<file path="src/rtl/medidor_pkg.sv">
// Shared definitions for the echo-to-BCD distance meter: FSM state codes
// and the BCD digit helper used by the saturating counter.
package medidor_pkg;

  typedef enum logic [3:0] {
    st_inicial   = 4'd0,
    st_espera    = 4'd1,
    st_conta     = 4'd2,
    st_arredonda = 4'd3,
    st_armazena  = 4'd4,
    st_final     = 4'd5
  } estado_t;

  localparam logic [3:0] BCD_MAX = 4'd9;

  // Returns {carry_out, next_digit} for a single BCD digit increment.
  function automatic logic [4:0] bcd_inc(input logic [3:0] digit);
    if (digit == BCD_MAX) begin
      return {1'b1, 4'd0};
    end else begin
      return {1'b0, digit + 4'd1};
    end
  endfunction

endpackage

</file>
<file path="src/rtl/medidor_echo_bcd_contador.sv">
// Three-digit BCD up-counter that sticks at 999 and flags any increment
// attempted beyond it.
module contador_bcd_3dig
  import medidor_pkg::*;
(
  input  logic        clock,
  input  logic        reset,
  input  logic        zera,
  input  logic        conta,
  output logic [11:0] Q,
  output logic        sat
);

  logic [11:0] q_r;
  logic        sat_r;
  logic [4:0]  uni_inc_s;
  logic [4:0]  dez_inc_s;
  logic [4:0]  cen_inc_s;
  logic [11:0] q_next_s;

  // Ripple the carry through the three digits.
  always_comb begin
    uni_inc_s = bcd_inc(q_r[3:0]);
    if (uni_inc_s[4]) begin
      dez_inc_s = bcd_inc(q_r[7:4]);
    end else begin
      dez_inc_s = {1'b0, q_r[7:4]};
    end
    if (dez_inc_s[4]) begin
      cen_inc_s = bcd_inc(q_r[11:8]);
    end else begin
      cen_inc_s = {1'b0, q_r[11:8]};
    end
    q_next_s = {cen_inc_s[3:0], dez_inc_s[3:0], uni_inc_s[3:0]};
  end

  // Counter and saturation flag; a carry out of the hundreds means 999 was hit.
  always_ff @(posedge clock or posedge reset) begin
    if (reset) begin
      q_r   <= 12'h000;
      sat_r <= 1'b0;
    end else if (zera) begin
      q_r   <= 12'h000;
      sat_r <= 1'b0;
    end else if (conta) begin
      if (cen_inc_s[4]) begin
        sat_r <= 1'b1;
      end else begin
        q_r <= q_next_s;
      end
    end
  end

  assign Q   = q_r;
  assign sat = sat_r;

endmodule

</file>
<file path="src/rtl/medidor_echo_bcd.sv">
// Measures the HC-SR04 echo pulse width and reports it as 3-digit BCD
// centimetres, rounded to the nearest unit, with a one-cycle pronto strobe.
module medidor_echo_bcd
  import medidor_pkg::*;
#(
  parameter int R  = 2941,
  parameter int RW = $clog2(R)
) (
  input  logic        clock,
  input  logic        reset,
  input  logic        zera,
  input  logic        echo,
  output logic [11:0] medida,
  output logic        pronto,
  output logic        estouro,
  output logic [3:0]  db_estado
);

  localparam logic [RW-1:0] TICK_MAX  = RW'(R - 1);
  localparam logic [RW-1:0] TICK_HALF = RW'(R / 2);

  logic          echo_meta_r;
  logic          echo_s_r;
  estado_t       state_r;
  estado_t       state_next_s;
  logic [RW-1:0] tick_r;
  logic [RW-1:0] tick_next_s;
  logic          bcd_clr_s;
  logic          bcd_inc_s;
  logic          medida_ld_s;
  logic [11:0]   bcd_q_s;
  logic          bcd_sat_s;
  logic [11:0]   medida_r;
  logic          estouro_r;
  logic          pronto_r;

  // Two-flop synchroniser for the asynchronous echo pin.
  always_ff @(posedge clock or posedge reset) begin
    if (reset) begin
      echo_meta_r <= 1'b0;
      echo_s_r    <= 1'b0;
    end else begin
      echo_meta_r <= echo;
      echo_s_r    <= echo_meta_r;
    end
  end

  // Next-state and tick logic; zera overrides every transition.
  always_comb begin
    state_next_s = state_r;
    tick_next_s  = tick_r;
    bcd_clr_s    = 1'b0;
    bcd_inc_s    = 1'b0;
    medida_ld_s  = 1'b0;
    case (state_r)
      st_inicial: begin
        tick_next_s  = '0;
        bcd_clr_s    = 1'b1;
        state_next_s = st_espera;
      end
      st_espera: begin
        if (echo_s_r) begin
          tick_next_s  = RW'(1);
          state_next_s = st_conta;
        end else begin
          state_next_s = st_espera;
        end
      end
      st_conta: begin
        if (echo_s_r) begin
          if (tick_r == TICK_MAX) begin
            tick_next_s = '0;
            bcd_inc_s   = 1'b1;
          end else begin
            tick_next_s = tick_r + RW'(1);
          end
        end else begin
          state_next_s = st_arredonda;
        end
      end
      st_arredonda: begin
        // Round half up, but never push past 999.
        if ((tick_r >= TICK_HALF) && (bcd_q_s != 12'h999)) begin
          bcd_inc_s = 1'b1;
        end else begin
          bcd_inc_s = 1'b0;
        end
        state_next_s = st_armazena;
      end
      st_armazena: begin
        medida_ld_s  = 1'b1;
        state_next_s = st_final;
      end
      st_final: begin
        state_next_s = st_inicial;
      end
      default: begin
        tick_next_s  = '0;
        state_next_s = st_inicial;
      end
    endcase
    if (zera) begin
      state_next_s = st_inicial;
    end else begin
      state_next_s = state_next_s;
    end
  end

  // State and tick registers.
  always_ff @(posedge clock or posedge reset) begin
    if (reset) begin
      state_r <= st_inicial;
      tick_r  <= '0;
    end else begin
      state_r <= state_next_s;
      tick_r  <= tick_next_s;
    end
  end

  // Result registers; pronto is raised on the edge that enters st_final.
  always_ff @(posedge clock or posedge reset) begin
    if (reset) begin
      medida_r  <= 12'h000;
      estouro_r <= 1'b0;
      pronto_r  <= 1'b0;
    end else if (zera) begin
      medida_r  <= 12'h000;
      estouro_r <= 1'b0;
      pronto_r  <= 1'b0;
    end else begin
      pronto_r <= medida_ld_s;
      if (medida_ld_s) begin
        medida_r  <= bcd_q_s;
        estouro_r <= bcd_sat_s;
      end
    end
  end

  contador_bcd_3dig u_contador (
    .clock (clock),
    .reset (reset),
    .zera  (zera | bcd_clr_s),
    .conta (bcd_inc_s),
    .Q     (bcd_q_s),
    .sat   (bcd_sat_s)
  );

  assign medida    = medida_r;
  assign estouro   = estouro_r;
  assign pronto    = pronto_r;
  assign db_estado = state_r;

endmodule

</file>
<file path="config.mk">
export PLATFORM = sky130hd
export DESIGN_NAME = medidor_echo_bcd
export DESIGN_NICKNAME = d
export VERILOG_FILES = /design/src/rtl/medidor_pkg.sv /design/src/rtl/medidor_echo_bcd_contador.sv /design/src/rtl/medidor_echo_bcd.sv
export SDC_FILE = /design/constraint.sdc
export NUM_CORES = 1
export LEC_CHECK = 0
export ABC_CLOCK_PERIOD_IN_PS = 3020
export BUFFER_PORTS_ARGS = -buffer_cell sky130_fd_sc_hd__clkbuf_2
export CAP_MARGIN = 20
export CORE_MARGIN = 2
export CORE_UTILIZATION = 50
export CTS_CLUSTER_SIZE = 20
export DETAILED_ROUTE_END_ITERATION = 12
export GPL_ROUTABILITY_DRIVEN = 0
export PLACE_DENSITY = 0.69
export SYNTH_ARGS = -nofsm -noshare
export SYNTH_HDL_FRONTEND = slang
export SYNTH_SLANG_ARGS = --single-unit
</file>
<file path="constraint.sdc">
create_clock -name clock -period 3.02 [get_ports clock]
set_clock_uncertainty 0.05 [all_clocks]
set_input_delay 0.604 -clock clock [delete_from_list [all_inputs] [get_ports clock]]
set_output_delay 0.604 -clock clock [all_outputs]
set_load 0.02 [all_outputs]
</file>
After elaboration in Yosys (flattened, before gate mapping)
Index checks and enable logic that the tools add are counted.
- add/sub/neg operators: 4
- multipliers: 0
- div/mod/pow operators: 0
- order comparisons: 1
- equality and inequality tests: 14
- shifts and indexed selects: 0
- mux-type cells: 30
- bitwise gates (word level): 2
- reductions and logical operators: 13
- operators with widths (cell ; number):
    $mux W12 ; 8
    $pmux W12 S3 ; 1
    $mux W5 ; 5
    $pmux W4 S5 ; 1
    $add A12 B1 Y12 const B ; 1
    $add A4 B1 Y4 const B ; 3
    $eq A12 B12 Y1 const B ; 1
    $eq A4 B4 Y1 const B ; 3
    $ge A12 B11 Y1 const B ; 1
    $ne A12 B12 Y1 const B ; 1
    $mux W1 ; 11
    $reduce_bool A2 Y1 ; 5
    $reduce_and A3 Y1 ; 3
    $eq A4 B2 Y1 const B ; 2
    $eq A4 B3 Y1 const B ; 2
    $mux W4 ; 2
    $eq A4 B1 Y1 const B ; 1
    $logic_not A4 Y1 ; 1
    $ne A2 B2 Y1 const B ; 2
    $reduce_and A2 Y1 ; 2
    $ne A3 B3 Y1 const B ; 1
    $reduce_or A3 Y1 ; 1
    $mux W2 ; 1
    $ne A2 B1 Y1 const B ; 1
    other kinds (4) ; 4
- flip-flop bits (word level): 45
- bits in latches: 0
- RAM bits: 0
- ROM bits: 0
- input bits: 4
- output and inout port bits: 18
- word-level logic and storage cells: 75
- memories kept: 0

Longest topological paths before layout
Gate-level depths: netlist (run 1).
- depth in word-level cells: 7
- gate-level depth with buffers: 8
- depth with buffers taken out: 7

By module
A second synthesis (run 1) with hierarchy kept.
- cell total of the unflattened synthesis: 247
- area total of the unflattened synthesis: 2466.1 µm²
- modules (own cells, without submodules) (module ; instances ; cells an instance ; area each (µm²) ; seq. area each (µm²)):
    medidor_echo_bcd ; 1 ; 162 ; 1655.3 ; 775.7
    contador_bcd_3dig ; 1 ; 85 ; 810.8 ; 325.3

Worst setup path after synthesis (run 1)
No wires, ideal clock.
- path kind: register to register
- start: register tick_r[0]
- end: register u_contador.q_r[11], in the netlist u_contador.Q[11]
- library setup time: 78 ps
- data arrival time: 1880 ps
- data required time: 2892 ps
- path slack: 1012 ps
- stages on the path, launching flop included: 8
- buffers on the path: 0
- clock period less this slack: 2008 ps
- path through: dfrtp_1 -> inv_1 -> ha_1 -> nand4b_1 -> nor4_4 -> a21oi_2 -> or4_1 -> a21oi_1
- cells in the longest elaborated chain, start to end: 6
- elaborated cells between the ends (all ways): 9
- those cells by class: order compare: 1; eq/ne: 1; mux: 4; reduce/logical: 3
- ends and longest elaborated chain (item ; line ; RTL):
    start, declared ; medidor_echo_bcd.sv:26 ; logic [RW-1:0] tick_r;
    start signal, assigned ; medidor_echo_bcd.sv:116 ; tick_r <= tick_next_s;
    $ge A12 B11 Y1 or $eq A12 B12 Y1 (tied branches) ; medidor_echo_bcd.sv:83, medidor_echo_bcd.sv:71 ;
    $logic_and A1 B1 Y1 or $mux W1 (tied branches) ; medidor_echo_bcd.sv:83, medidor_echo_bcd.sv:71 ;
    $mux W1 (on tied branches) ; medidor_echo_bcd.sv:83, medidor_echo_bcd.sv:70 ;
    $pmux W1 S2 (*) ; medidor_echo_bcd.sv:55 ; case (state_r)
    $reduce_bool A2 Y1 (no source line) (*) ; n/a ;
    $reduce_and A3 Y1 (no source line) (*) ; n/a ;
    end signal, assigned ; medidor_echo_bcd_contador.sv:49 ; q_r <= q_next_s;
    end, declared ; medidor_echo_bcd_contador.sv:14 ; logic [11:0] q_r;
Every way passes the cells marked *; elsewhere a longest branch is shown, timed or not.
A chain may end at the register's enable or synchronous reset.

Final worst setup path (run 1)
- start: register tick_r[0]
- end: register u_contador.q_r[9], in the netlist u_contador.Q[9]
Same word-level chain as after synthesis.

==> results.cfg, run 1 <==
[clock_network]
clock-root-buffer = clkbuf_8
htree_levels = 2
post_cts_buffers = 0
worstSkewPairLatency_ns = 0.31
holdBufCountCts = 0
cts_sinks = 44
cts_tree = built
cts_buffer_depth = 2
path_clk_slew_ns = 0.08
cts_made_buffers = 5
cts_resized = 0

[drt]
ant_nets = 0
wirelength_um = 4460
drc = 0
wl_per_cell_um = 14.6
drt_iter0_drc = 119
via_count = 1822
drt_pass1_iterations = 4
vias_per_cell = 5.97

[sta]
min_period_ns = 2.29
rsz0062_at_grt = no
fin_ws_ns = 0.732
period_share_pct = 75.8
worstMarginPinSlew_ns = 0.904
slew_violations = 0
max_freq_ghz = 0.437
fin_setup_tns_ns = 0
hold_violations = 0
setup_viol = 0
relSlewSlack_pct = 39.6

[floorplan]
die_h_um = 71.5
die_x_um = 71.5
placementRows = 24
core_um2 = 4380
initial_core_util_pct = 52.0
ios = 22
die_area_um2 = 5120

[hold_path]
hold_path_depth = 0
hp-start = echo_meta_r$_DFF_PP0_
worst_hold_path.endpoint = echo_s_r$_DFF_PP0_
hold_class = reg2reg

[synthesis]
async_flop_share_pct = 100
synth_edf_count = 0
synth_top_family_by_area = compound AO/OA/AOI/OAI gates
netlist_top_cells_area = dfrtp_1 (48%), a22o_1 (5.8%), ha_1 (4.9%)
synthXorXnorAreaFrac_pct = 0
ys.flop_type = dfrtp_1
synthSimpleGateAreaFrac_pct = 19.3
syn_avg_cell_area_um2 = 9.83
syn_nets = 245
synthAdderAreaFrac_pct = 4.94
netlist_instances = 232
synth-compound-area-share_pct = 22.3
synth_cell_types = 43
yosysTopAreaCell = dfrtp_1
ys_ff_latch = 44
yosysWarningCount = 0
synth_mux_area_share_pct = 0.439
syn_area_um2 = 2280
synth_top_area_share_pct = 48.3
synth-seq-area-share_pct = 48.3

[placement]
io_buffer_count = 20
pre_cts_slack_ns = 0.741
hpwl_um = 2970

[setup_path]
critPathLaunchType = flop
end_kind = flop
cp.depth = 7
cp_max_fo = 18
path_class = reg2reg
r2r-end = u_contador.Q[9]$_DFFE_PP0P_
rr_startpoint = tick_r[0]$_DFFE_PP0P_
max_stage_delay_ns = 0.55
reg2regPathDepth = 7
crit_slowest_cell = or4b_1
cp.arrival_ns = 2.47
crit_family = simple AND/OR/NAND/NOR gates
required_ns = 3.21
cp_cell_sequence = inv_1, ha_1, nand4b_1, nor4_4, a21oi_2, or4b_1, a21oi_1
crit_buf_inv = 1
r2r_setup_slack_ns = 0.73

[layout]
antenna_cells = 0
fillCellCount = 382
nNetsFinal = 265
post_route_cells_drive_above_1_share_pct = 16.2
multiInputGateArea_um2 = 1080
area_growth_pct = 11.0
seq_area_um2 = 1100

[global_routing]
grt_use_met3_pct = 5.34
grt_overflow_total = 0
grt_pass1_vias = 1704
grt-busiest-layer = met1
gr-usage-met1_pct = 29.7
antenna_found_initial = 0
met2_usage_pct = 28.1
grt_max_degree = 45
grt_pass1_wl_um = 8040
grt_usage_pct = 20.1

[pwr]
ir_drop_v = 0.000304
p_leak_nw = 1.14
powerDensity_nw_per_um2 = 447

[status]
outcome = complete, no violations

[job]
drv_cap = 0
-- through the flow --
step,cells,hold WS (ns),power [mW],instance area [µm²],util (%)
2_1_floorplan,232,0.281,0.674,2280,-
3_3_place_gp,297,0.290,0.695,2420,55.3
3_5_place_dp,297,0.287,0.696,2420,55.3
4_1_cts,305,0.313,1.15,2530,57.8
5_1_grt,305,0.323,1.18,2530,57.8
6_report,305,0.309,1.13,2530,57.8
-- area by class of cell --
type / instances / share of cell area (%)
inverters: 12 / 1.78
multi-input cells: 164 / 42.5
well taps: 52 / 2.57
repair buffers: 25 / 5.43
clock buffers: 6 / 2.87
clock inverters: 2 / 1.38
flip-flops and latches: 44 / 43.5
-- layout by cell type, fill, tap and decap left out, drive strengths merged, types with 2 or more instances in the layout --
cell,instances
nor3,7
o31ai,11
nand4,2
ha,9
or3,3
buf,5
nand2,13
nor3b,2
a22o,15
o41ai,2
nand3,8
or2,3
nor2b,3
nand2b,3
a31oi,2
nor2,16
a21o,2
or4,3
inv,12
nand3b,4
nor4,4
clkbuf,26
o21ai,20
a21oi,19
dfrtp,44
-- cell families (layout without fill, tap and decap cells) --
group	after synthesis	in the layout
compound gates	77	77
mux	1	1
buf+inv	24	45
flops	44	44
fa+ha+maj	9	9
simple gates	76	76
other cells	1	1
-- state kept, by name, summed over array words and instances (netlist names) --
signal and flops:
pronto 1, echo_meta_r 1, u_contador.Q 12, medida 12
u_contador.sat 1, tick_r 12, echo_s_r 1, db_estado 3
estouro 1
-- synthesized netlist by cell type, types with 2 or more instances --
master	number
dfrtp_1	44
o21ai_0	20
a21oi_1	18
nor2_1	16
a22o_1	15
nand2_1	13
inv_1	12
o31ai_1	10
ha_1	9
nand3_1	8
nor3_1	7
buf_2	5
clkbuf_1	5
nand3b_1	4
nand2b_1	3
nor2b_1	3
nor4_1	3
or2_2	3
or3_1	3
or4_1	3
a21o_1	2
a31oi_1	2
buf_4	2
nor3b_1	2
o41ai_1	2
-- power breakdown --
group          total (mW)  internal [mW]  switching [mW]
registers           0.607          0.595          0.0116
clock network       0.450          0.246           0.204
logic              0.0762         0.0231          0.0531
-- worst max-delay path by stage --
stage | start | end
after floorplan | tick_r[0]$_DFFE_PP0P_ | u_contador.Q[11]$_DFFE_PP0P_
after global placement | tick_r[0]$_DFFE_PP0P_ | u_contador.Q[9]$_DFFE_PP0P_
after detailed placement | tick_r[0]$_DFFE_PP0P_ | u_contador.Q[9]$_DFFE_PP0P_
after CTS | tick_r[0]$_DFFE_PP0P_ | u_contador.Q[9]$_DFFE_PP0P_
after global routing | tick_r[0]$_DFFE_PP0P_ | u_contador.Q[11]$_DFFE_PP0P_
final | tick_r[0]$_DFFE_PP0P_ | u_contador.Q[9]$_DFFE_PP0P_
-- per-layer routing --
layer  vias up  routed length, µm
li1        899                  -
met1       877               2310
met2        40               1890
met3         6                198
met4         0                 61
met5         -                  0
-- worst register-to-register path: cells and delay by family, from the launching register on --
family	cells	cell delay (ns)
AOI/OAI and AO/OA	2	0.33
adders and majority gates	1	0.16
buffers and inverters	1	0.14
DFF	1	0.44
and+or+nand+nor	3	1.09
(Power assumes the default switching activity.)
==> inputs of run 2 (changes only) <==
--- a/config.mk
+++ b/config.mk
@@ -5,7 +5,8 @@
 export SDC_FILE = /design/constraint.sdc
 export NUM_CORES = 1
 export LEC_CHECK = 0
-export ABC_CLOCK_PERIOD_IN_PS = 3020
+export ABC_AREA = 1
+export ABC_CLOCK_PERIOD_IN_PS = 2250
 export BUFFER_PORTS_ARGS = -buffer_cell sky130_fd_sc_hd__clkbuf_2
 export CAP_MARGIN = 20
 export CORE_MARGIN = 2
==> constraint.sdc (replaced) <==
create_clock -name clock -period 2.25 [get_ports clock]
set_clock_uncertainty 0.05 [all_clocks]
set_input_delay 0.45 -clock clock [delete_from_list [all_inputs] [get_ports clock]]
set_output_delay 0.45 -clock clock [all_outputs]
set_load 0.02 [all_outputs]
==> run 2 against run 1 <==
Compared with the run above:
- global-route usage fell by 0.58 points
- register-to-register slack got worse by 0.35 ns
- sequential power rose by 35%
- synthesized cell count rose by 39%
- critical path depth rose by 2
- die area rose by 8.1%
- hold slack got worse by 0.25 ns
- critical path type unchanged
- largest cell class is now multi-input gates
- highest routed layer unchanged
- critical endpoint is now u_contador.Q[2]$_DFFE_PP0P_
==> results.cfg, run 2 <==
[drt]
wl_per_cell_um = 11.9
wirelength_um = 4940
via_count = 2028
ant_nets = 0
drt_pass1_iterations = 5
drt_iter0_drc = 104
drc = 0
vias_per_cell = 4.90

[layout]
fillCellCount = 468
final_cell_mix = nand2_1 (79), inv_1 (44), dfrtp_1 (44)
nNetsFinal = 359
utilization_pct = 57.8
antenna_cells = 0
post_route_cells_drive_above_1_share_pct = 14.4
area_growth_pct = 11.0
final_common_cell = nand2_1

[synthesis]
synth_top_area_share_pct = 44.4
syn_area_um2 = 2480
synth.top_cells.by_count = nand2_1 (79), inv_1 (45), dfrtp_1 (44)
synth_edf_count = 0
syn_nets = 335
ys_ff_latch = 44
synth-seq-area-share_pct = 44.4
netlist_top_cells_area = dfrtp_1 (44%), nand2_1 (12%), nand3_1 (7.1%)
ys.flop_type = dfrtp_1
synth_cell_types = 32
async_flop_share_pct = 100
yosysWarningCount = 0
syn_avg_cell_area_um2 = 7.69
yosysMostFrequentCell = nand2_1
netlist_instances = 322
yosysTopAreaCell = dfrtp_1

[floorplan]
placementRows = 25
ios = 22
initial_core_util_pct = 52.1
die_h_um = 74.4
die_area_um2 = 5530
die_x_um = 74.4
core_um2 = 4750

[setup_path]
required_ns = 2.39
max_stage_delay_ns = 0.42
cp.arrival_ns = 2.00
r2r_setup_slack_ns = 0.39
critPathLaunchType = flop
cp_max_fo = 12
rr_startpoint = tick_r[0]$_DFFE_PP0P_
cp_cell_sequence = inv_1, ha_1, nand2_1, nor3_1, nand4_1, nand3_2, nand2_1, nand2_1, nand2_1
crit_path_frequent_cell = nand2_1
crit_slowest_cell = dfrtp_1
reg2regPathDepth = 9
r2r-end = u_contador.Q[2]$_DFFE_PP0P_
path_class = reg2reg
end_kind = flop

[pwr]
p_leak_nw = 1.39
powerDensity_nw_per_um2 = 577
finalPower_mw = 1.59
ir_drop_v = 0.000250

[sta]
worstMarginPinSlew_ns = 0.571
rsz0062_at_grt = no
setup_viol = 0
relSlewSlack_pct = 61.7
min_period_ns = 1.86
hold_violations = 0
fin_setup_tns_ns = 0
slew_violations = 0
max_freq_ghz = 0.536
period_share_pct = 82.8

[placement]
hpwl_um = 3750
io_buffer_count = 20

[hold_path]
hold_class = in2async

[job]
drv_cap = 0

[clock_network]
holdBufCountCts = 0
worstSkewPairLatency_ns = 0.29
cts_made_buffers = 5
path_clk_slew_ns = 0.08
cts_sinks = 44
clock-root-buffer = clkbuf_8
post_cts_buffers = 0
cts_tree = built
cts_buffer_depth = 2
htree_levels = 2
cts_resized = 0

[global_routing]
grt_pass1_vias = 1761
grt_pass1_wl_um = 8310
antenna_found_initial = 0
grt_max_degree = 20
grt_usage_pct = 19.5
grt_overflow_total = 0

[status]
outcome = complete, no violations
==> run 2: worst max-delay path by stage <==
stage	cells after the start	startpoint	endpoint	slack, ns
after global routing	12	u_contador.Q[5]$_DFFE_PP0P_	u_contador.Q[10]$_DFFE_PP0P_	0.19
after floorplan	10	tick_r[0]$_DFFE_PP0P_	u_contador.Q[4]$_DFFE_PP0P_	0.68
after global placement	9	tick_r[0]$_DFFE_PP0P_	u_contador.Q[1]$_DFFE_PP0P_	0.42
final	9	tick_r[0]$_DFFE_PP0P_	u_contador.Q[2]$_DFFE_PP0P_	0.39
after detailed placement	12	u_contador.Q[5]$_DFFE_PP0P_	u_contador.Q[2]$_DFFE_PP0P_	0.41
after CTS	12	u_contador.Q[5]$_DFFE_PP0P_	u_contador.Q[2]$_DFFE_PP0P_	0.39
==> run 2: power by group <==
group          leakage (nW)  switching, mW  internal (mW)
Clock                0.0552          0.269          0.330
Sequential            0.606         0.0166          0.803
Combinational         0.727          0.123         0.0437
==> run 2: critical path, delay by kind of cell, from the launching register on <==
kind | cells | cell delay [ns]
adder cells (fa/ha/maj) | 1 | 0.16
buffers and inverters | 1 | 0.11
flip-flops | 1 | 0.42
AND/OR/NAND/NOR | 7 | 1.01
==> run 2: final cells by class <==
class,count,area [µm²],area share [%]
Tap cell,67,83.8,3.05
Inverter,50,188,6.83
Timing Repair Buffer,22,115,4.19
Clock buffer,6,72.6,2.64
Clock inverter,2,35.0,1.27
Multi-Input combinational cell,223,1150,42.0
Sequential cell,44,1100,40.1
==> run 2: kinds of logic after synthesis <==
kind of cell | after synthesis | share of synthesized area [%]
flip-flops | 44 | 44.4
AO/OA/AOI/OAI | 30 | 6.46
XOR/XNOR | 5 | 1.77
buffers and inverters | 55 | 8.99
other | 1 | 0.151
AND/OR/NAND/NOR | 178 | 33.6
adder cells (fa/ha/maj) | 9 | 4.55
==> run 2: metal layers <==
layer	global-route usage, %	routed length, µm	up-vias
li1	-	-	1066
met1	28.1	2570	927
met2	30.4	2210	33
met3	3.66	130	2
met4	4.96	28	0
met5	0	0	-
==> run 2: stage by stage <==
stage	hold WS (ns)	setup WS [ns]	cell area (µm²)	std cells
detailed placement	0.305	0.410	2640	406
global route	0.0919	0.190	2750	414
floorplan	0.281	0.682	2480	322
CTS	0.0749	0.389	2750	414
global placement	0.284	0.419	2640	406
finish	0.0598	0.386	2750	414
==> inputs of run 3 (changes only) <==
--- a/config.mk
+++ b/config.mk
@@ -6,7 +6,7 @@
 export NUM_CORES = 1
 export LEC_CHECK = 0
 export ABC_AREA = 1
-export ABC_CLOCK_PERIOD_IN_PS = 2250
+export ABC_CLOCK_PERIOD_IN_PS = 1820
 export BUFFER_PORTS_ARGS = -buffer_cell sky130_fd_sc_hd__clkbuf_2
 export CAP_MARGIN = 20
 export CORE_MARGIN = 2
==> constraint.sdc (replaced) <==
create_clock -name clock -period 1.82 [get_ports clock]
set_clock_uncertainty 0.05 [all_clocks]
set_input_delay 0.364 -clock clock [delete_from_list [all_inputs] [get_ports clock]]
set_output_delay 0.364 -clock clock [all_outputs]
set_load 0.02 [all_outputs]
==> run 3 against run 2 <==
Compared with the run above:
- register-to-register slack worse by 0.25 ns
- setup slack worse by 0.25 ns
- combinational power is 54% higher
- critical path depth is 1 lower
- wire length is 7.0% higher
- largest cell class unchanged
- largest power group unchanged
==> results.cfg, run 3 (same netlist as run 2, synthesis figures left out) <==
[status]
outcome = complete, no violations

[clock_network]
clock-root-buffer = clkbuf_8
cts_made_buffers = 5
cts_sinks = 44
cts_tree = built
path_clk_slew_ns = 0.09
worstSkewPairLatency_ns = 0.30
cts_buffer_depth = 2
htree_levels = 2

[sta]
max_freq_ghz = 0.594
setup_viol = 0
min_period_ns = 1.68
period_share_pct = 92.6
slew_violations = 0
hold_violations = 0

[floorplan]
die_h_um = 74.4
core_um2 = 4750
die_x_um = 74.4
ios = 22
initial_core_util_pct = 52.1
die_area_um2 = 5530
placementRows = 25

[placement]
io_buffer_count = 20
hpwl_um = 3710

[global_routing]
grt_max_degree = 45
grt_pass1_wl_um = 8540
grt_pass1_vias = 1905
antenna_found_initial = 0
grt_overflow_total = 0
grt_usage_pct = 19.8

[job]
drv_cap = 0

[pwr]
ir_drop_v = 0.000401
p_leak_nw = 1.49
powerDensity_nw_per_um2 = 718
finalPower_mw = 2.14

[setup_path]
r2r-end = u_contador.Q[3]$_DFFE_PP0P_
max_stage_delay_ns = 0.44
r2r_setup_slack_ns = 0.14
reg2regPathDepth = 8
crit_path_frequent_cell = nand3_2
required_ns = 2.01
cp_cell_sequence = inv_1, nand3_2, nor2_1, nand4_1, buf_4, nand3_2, nand3_1, nand2_1
path_class = reg2reg
critPathLaunchType = flop
crit_slowest_cell = dfrtp_1
end_kind = flop
cp.arrival_ns = 1.87
cp_max_fo = 6
rr_startpoint = db_estado[0]$_DFFE_PP0P_

[layout]
nNetsFinal = 377
post_route_cells_drive_above_1_share_pct = 22.3
utilization_pct = 62.6
seq_area_um2 = 1100
multiInputGateArea_um2 = 1220
final_common_cell = nand2_1
antenna_cells = 0
area_growth_pct = 20.2
fillCellCount = 429
final_cell_mix = nand2_1 (74), dfrtp_1 (44), inv_1 (41)

[hold_path]
hold_class = in2async

[drt]
wirelength_met1_um = 2530
drt_iter0_drc = 97
drc = 0
top_layer = met4
wl_met2_um = 2350
via_count = 2175
dr_wl_met3_um = 325
wirelength_um = 5280
ant_nets = 0
vias_per_cell = 5.05
wl_per_cell_um = 12.3
drt_pass1_iterations = 4
run 3: cell types whose count changed in the layout (fill, tap and decap cells not counted), moves of 2 or more:
cell | before | now
buf_4 | 2 | 18
nand2_1 | 79 | 74
nand2_2 | 4 | 8
inv_1 | 44 | 41
inv_2 | 5 | 8
ha_1 | 9 | 7
run 3: per-stage QoR:
step                hold WS (ns)  setup WS [ns]  cells  area (µm²)  TNS [ns]
floorplan                  0.281          0.252    322        2480         0
global placement           0.286         0.0421    417        2740         0
detailed placement         0.286       -0.00855    417        2740   -0.0222
CTS                       0.0376         0.0176    424        2870         0
global route              0.0468        -0.0143    431        2980   -0.0216
finish                    0.0228          0.135    431        2980         0
run 3: worst max-delay path: cells and delay by family (launching register included):
kind	cells	cell delay (ns)
buffers and inverters	2	0.31
and+or+nand+nor	6	0.82
DFF	1	0.44
run 3: metal layers:
metal	vias to the layer above	GRT usage, %
met5	-	0
met4	0	6.15
met3	9	3.66
met2	77	32.0
met1	987	27.1
li1	1102	-
run 3: what timing repair did:
action	in CTS	in global routing
cloned	0	1
gates resized for setup	1	17
hold buffers	0	0
setup endpoints to repair	8	22
pin swaps	2	9
buffers inserted	0	6
run 3: worst max-delay path by stage:
stage	from	to	slack, ns	cells past startpoint
floorplan	tick_r[0]$_DFFE_PP0P_	u_contador.Q[4]$_DFFE_PP0P_	0.25	10
global placement	u_contador.Q[5]$_DFFE_PP0P_	u_contador.Q[8]$_DFFE_PP0P_	0.04	12
detailed placement	tick_r[0]$_DFFE_PP0P_	u_contador.Q[2]$_DFFE_PP0P_	-0.009	9
CTS	tick_r[0]$_DFFE_PP0P_	u_contador.Q[8]$_DFFE_PP0P_	0.02	9
global route	u_contador.Q[9]$_DFFE_PP0P_	u_contador.Q[2]$_DFFE_PP0P_	-0.01	12
finish	db_estado[0]$_DFFE_PP0P_	u_contador.Q[3]$_DFFE_PP0P_	0.14	8
run 3: report_power, final:
part	internal (mW)	switching (mW)	leakage, nW
combinational	0.0829	0.174	0.824
sequential	0.993	0.0155	0.606
clock	0.540	0.331	0.0642
total	1.62	0.520	1.49
run 3: final cells by class:
type | instances | area share [%]
Clock buffer | 5 | 2.31
Sequential cell | 44 | 37.0
Multi-Input combinational cell | 224 | 41.0
Inverter | 50 | 6.31
Tap cell | 67 | 2.82
Clock inverter | 2 | 2.02
Timing Repair Buffer | 39 | 8.58
